`config.mk`:
```
export PLATFORM = sky130hd
export DESIGN_NAME = data_bus_arbiter
export DESIGN_NICKNAME = d
export VERILOG_FILES = /design/src/rtl/puter_pkg.sv /design/src/rtl/data_bus_arbiter.sv
export SDC_FILE = /design/constraint.sdc
export NUM_CORES = 1
export LEC_CHECK = 0
export CAP_MARGIN = 10
export CELL_PAD_IN_SITES_DETAIL_PLACEMENT = 2
export CELL_PAD_IN_SITES_GLOBAL_PLACEMENT = 2
export CORE_ASPECT_RATIO = 1.1
export CORE_MARGIN = 1.5
export CORE_UTILIZATION = 11
export DETAILED_ROUTE_END_ITERATION = 7
export GPL_ROUTABILITY_DRIVEN = 0
export PLACE_DENSITY = 0.88
export SYNTH_ARGS = -nofsm -noshare
export SYNTH_HDL_FRONTEND = slang
export SYNTH_SLANG_ARGS = --single-unit
```
`constraint.sdc`:
```
create_clock -name clk -period 3.1 [get_ports clk]
set_clock_uncertainty 0.1 [all_clocks]
set_input_delay 0.775 -clock clk [delete_from_list [all_inputs] [get_ports clk]]
set_output_delay 0.775 -clock clk [all_outputs]
set_load 0.03 [all_outputs]
```
`src/rtl/puter_pkg.sv`:
```
// Shared encodings for the data bus arbiter: FSM states and the owner code
// presented to the rest of the system.
package puter_pkg;

    typedef enum logic [1:0] {
        IDLE = 2'd0,
        OWN0 = 2'd1,
        OWN1 = 2'd2
    } state_t;

    localparam logic [1:0] OWNER_NONE = 2'b00;
    localparam logic [1:0] OWNER_M0   = 2'b01;
    localparam logic [1:0] OWNER_M1   = 2'b10;

endpackage

```
`src/rtl/data_bus_arbiter.sv`:
```
// Two-master data bus arbiter: round-robin on ties, burst-limited ownership
// when contested, combinational bus mux from the granted master.
module data_bus_arbiter
    import puter_pkg::*;
#(
    parameter int unsigned MAX_BURST = 8
) (
    input  logic        clk,
    input  logic        rst_n,
    input  logic        m0_req,
    input  logic        m1_req,
    input  logic [31:0] m0_addr,
    input  logic [31:0] m1_addr,
    input  logic [31:0] m0_wdata,
    input  logic [31:0] m1_wdata,
    input  logic [3:0]  m0_wenable,
    input  logic [3:0]  m1_wenable,
    output logic        m0_gnt,
    output logic        m1_gnt,
    output logic [31:0] m0_rdata,
    output logic [31:0] m1_rdata,
    output logic [31:0] bus_addr,
    output logic [31:0] bus_wdata,
    output logic [3:0]  bus_wenable,
    input  logic [31:0] bus_rdata,
    output logic [1:0]  owner
);

    localparam logic [7:0] BURST_MAX   = 8'(MAX_BURST);
    localparam logic [7:0] BURST_LIMIT = 8'(MAX_BURST - 1);

    state_t     state;
    state_t     state_next;
    logic [7:0] burst_cnt;
    logic [7:0] burst_next;
    logic       last_owner;
    logic       last_owner_next;
    logic       transfer;

    // last_owner: 0 = m0, 1 = m1. Reset value m1 lets m0 win the first tie.
    always_ff @(posedge clk or negedge rst_n) begin
        if (!rst_n) begin
            state      <= IDLE;
            burst_cnt  <= 8'd0;
            last_owner <= 1'b1;
        end else begin
            state      <= state_next;
            burst_cnt  <= burst_next;
            last_owner <= last_owner_next;
        end
    end

    always_comb begin
        state_next      = state;
        burst_next      = burst_cnt;
        last_owner_next = last_owner;
        transfer        = (state == OWN0 && m0_req) || (state == OWN1 && m1_req);

        case (state)
            IDLE: begin
                if (m0_req && m1_req)
                    state_next = last_owner ? OWN0 : OWN1;
                else if (m0_req)
                    state_next = OWN0;
                else if (m1_req)
                    state_next = OWN1;
            end
            OWN0: begin
                if (!m0_req)
                    state_next = m1_req ? OWN1 : IDLE;
                else if (m1_req && burst_cnt >= BURST_LIMIT)
                    state_next = OWN1;
            end
            OWN1: begin
                if (!m1_req)
                    state_next = m0_req ? OWN0 : IDLE;
                else if (m0_req && burst_cnt >= BURST_LIMIT)
                    state_next = OWN0;
            end
            default: state_next = IDLE;
        endcase

        // Count restarts on every handover and saturates once the limit is reached.
        if (state_next != state)
            burst_next = 8'd0;
        else if (transfer && burst_cnt < BURST_MAX)
            burst_next = burst_cnt + 8'd1;

        if (state_next == OWN0)
            last_owner_next = 1'b0;
        else if (state_next == OWN1)
            last_owner_next = 1'b1;
    end

    always_comb begin
        bus_addr    = 32'd0;
        bus_wdata   = 32'd0;
        bus_wenable = 4'b0000;
        owner       = OWNER_NONE;
        case (state)
            OWN0: begin
                bus_addr    = m0_addr;
                bus_wdata   = m0_wdata;
                bus_wenable = m0_req ? m0_wenable : 4'b0000;
                owner       = OWNER_M0;
            end
            OWN1: begin
                bus_addr    = m1_addr;
                bus_wdata   = m1_wdata;
                bus_wenable = m1_req ? m1_wenable : 4'b0000;
                owner       = OWNER_M1;
            end
            default: ;
        endcase
    end

    assign m0_gnt   = (state == OWN0);
    assign m1_gnt   = (state == OWN1);
    assign m0_rdata = bus_rdata;
    assign m1_rdata = bus_rdata;

endmodule

```
==> results of run 1 <==
-- power groups by stage --
| stage | Combinational [uW] | Clock [uW] | Sequential [uW] |
|---|---|---|---|
| global placement | 2950 | 0 | 195 |
| detailed placement | 3020 | 0 | 196 |
| global route | 3190 | 249 | 198 |
| finish | 2980 | 238 | 194 |
| CTS | 3040 | 240 | 195 |
| floorplan | 1960 | 0 | 200 |
-- metrics by stage --
stage	hold WS [ns]	util (%)	cell area [um^2]	std cells
after CTS	0.3901	20.37	4382	744
after global placement	0.3755	20.00	4303	740
after floorplan	0.3616	-	2431	318
final	0.3869	20.39	4385	744
after detailed placement	0.3840	20.00	4303	740
after global routing	0.4398	20.39	4385	744
-- flip-flops by register name, summed over array words and instances, names as in the netlist --
signal and count:
last_owner 1, burst_cnt 8, state 2
-- layout by cell type, fill, tap and decap left out, drive strengths merged, types with 2 or more instances in the layout --
cell / instances
dfrtp: 10
a221oi: 3
clkbuf: 4
nor2b: 69
o311ai: 2
inv: 6
xnor2: 2
and4bb: 2
o21ai: 6
and2: 2
clkdlybuf4s50: 143
nand2: 8
a21oi: 4
a22oi: 69
buf: 82
nor3: 2
nor4: 8
o221ai: 3
o2bb2ai: 2
a21o: 2
nand2b: 2
o211ai: 5
ha: 6
-- worst max-delay path: stages (launching register included) --
cell,delay [ns]
dfrtp_1,0.37
inv_1,0.11
ha_2,0.45
buf_6,0.31
a22oi_1,0.18
nor2b_1,0.18
buf_4,0.19
-- area by class of cell --
class / instances / area [um^2] / share of cell area, %
Tap cell: 290 / 362.8 / 8.274
Timing Repair Buffer: 225 / 2113 / 48.19
Multi-Input combinational cell: 208 / 1531 / 34.92
Inverter: 6 / 22.52 / 0.5136
Sequential cell: 11 / 276.5 / 6.305
Clock buffer: 4 / 78.83 / 1.797
-- metal layers --
| metal | up-vias | part of all wire [%] | GRT usage, % |
|---|---|---|---|
| met3 | 28 | 6.4 | 1.779 |
| met5 | - | 0 | 0 |
| met4 | 0 | 2.4 | 2.984 |
| met2 | 125 | 56 | 20.41 |
| li1 | 1359 | - | - |
| met1 | 1418 | 35 | 10.30 |
-- worst paths after layout --
kind / to / slack (ns) / cells after the start
hold / removal: last_owner$_DFFE_PN1P_ / 0.39 / 2
setup / recovery: bus_wdata[2] / 0.18 / 6
max in group asynchronous: last_owner$_DFFE_PN1P_ / 1.74 / 1
hold reg to reg: last_owner$_DFFE_PN1P_ / 0.39 / 2
setup reg to reg: last_owner$_DFFE_PN1P_ / 0.72 / 9
min in group asynchronous: burst_cnt[5]$_DFFE_PN0P_ / 0.79 / 1
-- cells by family after synthesis --
logic type,after synthesis
XOR/XNOR,2
AO/OA/AOI/OAI,101
flip-flops,11
multiplexers,1
AND/OR/NAND/NOR,98
buffers and inverters,99
adder cells (fa/ha/maj),6
-- timing repair --
action | CTS | global route
endpoints found under the hold margin | 0 | 0
gates resized for setup | 0 | 1
endpoints found under the setup margin | 0 | 7
==> implementation parameters, run 1 <==
Parameter                              Value

Yosys
  Compound-Gate Fraction of Synth Area    32.42%
  Share of synthesized flip-flops with an asynchronous set or reset    100.0%
  Yosys top cell by area    a22oi_1
  Synthesized-area fraction occupied by adder cells    3.088%
  Number of different library cells in the post-synthesis netlist    43
  Post-synth EDFFs    0
  Xor and xnor fraction of the mapped netlist area    0.7205%
  Main combinational cell family by area after synthesis    compound AO/OA/AOI/OAI gates
  Post-Synthesis Net Count    496
  Most area-consuming cells after synthesis    a22oi_1 21%, buf_4 20%, nor2b_1 18%, dfrtp_1 10%, ha_1 3.1%
  Synthesized area divided by synthesized cell count    7.645 um^2
  Flip-flop and latch count after synthesis    11
  Commonest register cell after synthesis    dfrtp_1
  Portion of the post-synthesis area used by sequential elements    11.37%
  Multiplexer area fraction after synthesis    0.4117%
  Synth warnings    0
  Post-synthesis cell area    2431 um^2
  Simple-gate area share of the yosys netlist    26.04%
  Post-synthesis instance total    318
  Top post-synthesis cells by count    69 x a22oi_1, 69 x nor2b_1, 66 x buf_4
  Top cell type's share of synthesized area    21.31%

Floorplanning
  Top-Level Pins    308
  Initial cell density of the core    11.30%
  Core area    21,510 um^2
  Die Area    23,000 um^2
  Chip height    158.9 um
  Core Rows    56
  Die extent in x    144.7 um

Detailed routing
  Remaining design rule violation count    0
  Number of vias per cell after detailed routing    3.938
  WL/cell    16.40 um
  Remaining antenna violation count after routing    0
  Via total after detailed routing    2,930
  Total detailed-routing wirelength    12.20 mm
  DRC marker count from the first detailed-route iteration    104
  Drt first pass iters    4

Finish
  Post-synthesis to final-layout area growth    80.39%
  Antenna diode count    0
  Number of nets in the layout    633
  Fillers    2,467
  Proportion of layout cells with a drive suffix above 1    22.03%

Clock network
  Clock tree from TritonCTS    yes
  Count of hold buffers inserted by post-cts repair    0
  Sink Count    11
  Number of levels in the clock H-tree    1
  Number of buffers on the longest clock path    2
  Root buffer cell    clkbuf_16
  Clock transition at the registers of the reported paths    0.04 ns
  Buffers inserted during post-CTS setup optimization    0
  Num CTS Buffers    3
  Insertion delay to the later sink of the worst-skew pair    0.24 ns

Critical path
  CP Data Required Time    2.22 ns
  Beginning of the critical path    state[0]$_DFF_PN0_
  Worst flop-to-flop path startpoint    state[0]$_DFF_PN0_
  Arr. time, crit path    2.05 ns
  Launching element type of the critical path    flop
  Peak fanout along the critical path    30
  Setup Crit Path Kind    reg2out
  Endpoint class of the critical path    output pin

Global route
  Maximum number of pins on one net before global-route repair    42
  Number of antenna violations at the first check in global routing    0
  Global-route wire length before repair    18.15 mm
  Aggregate global routing overflow    0
  Vias in the first global route    3,306
  Overall fraction of global-route tracks in use    10.16%

Power
  Sequential cell fraction of total power    5.7%
  Switching power total    1839 uW
  Power consumption    3411 uW
  Power density normalized to cell area    777.8 nW/um^2
  Max IR drop VDD    0.2641 mV
  Static leakage power    0.001614 uW
  Clk network pwr share    7.0%
  Part of the total power dissipated in combinational logic    87.3%
  Net switching share of the total power    53.91%
  Cell internal power dissipation    1572 uW

STA
  Max Slew Vio Count    0
  Relative slew margins    52.90%
  Post-layout worst setup margin    0.1778 ns
  Unrepaired setup endpoints after global routing    false
  Transition time of the tightest slew-check pin    0.7065 ns
  Final worst path period need    2.922 ns
  Hold Vio Cnt, Final    0
  Highest achievable clock rate    342.2 MHz
  Setup TNS    0 ns
  Share of the cycle needed by the critical path after routing    94.27%
  # setup viols final    0

Placement
  # port buffers    211
  Worst Setup Slack post-DPL    0.1798 ns
  DP HPWL    9.953 mm

Min path
  Worst min-delay path class    reg2reg
  Min-Delay Startpoint    last_owner$_DFFE_PN1P_

Job
  Maxcap violations    0

Outcome
  Status    finished clean
No activity file was read; power rests on OpenSTA's default activity.
==> inputs of run 2 (changes only) <==
- CAP_MARGIN: 10 -> 25
==> results of run 2 <==
No change in the layout: final DEF, timing and power equal those of run 1.
==> inputs of run 3 (changes only) <==
- GPL_ROUTABILITY_DRIVEN: 0 -> not set
==> results of run 3 <==
No change in the layout: final DEF, timing and power equal those of run 1.
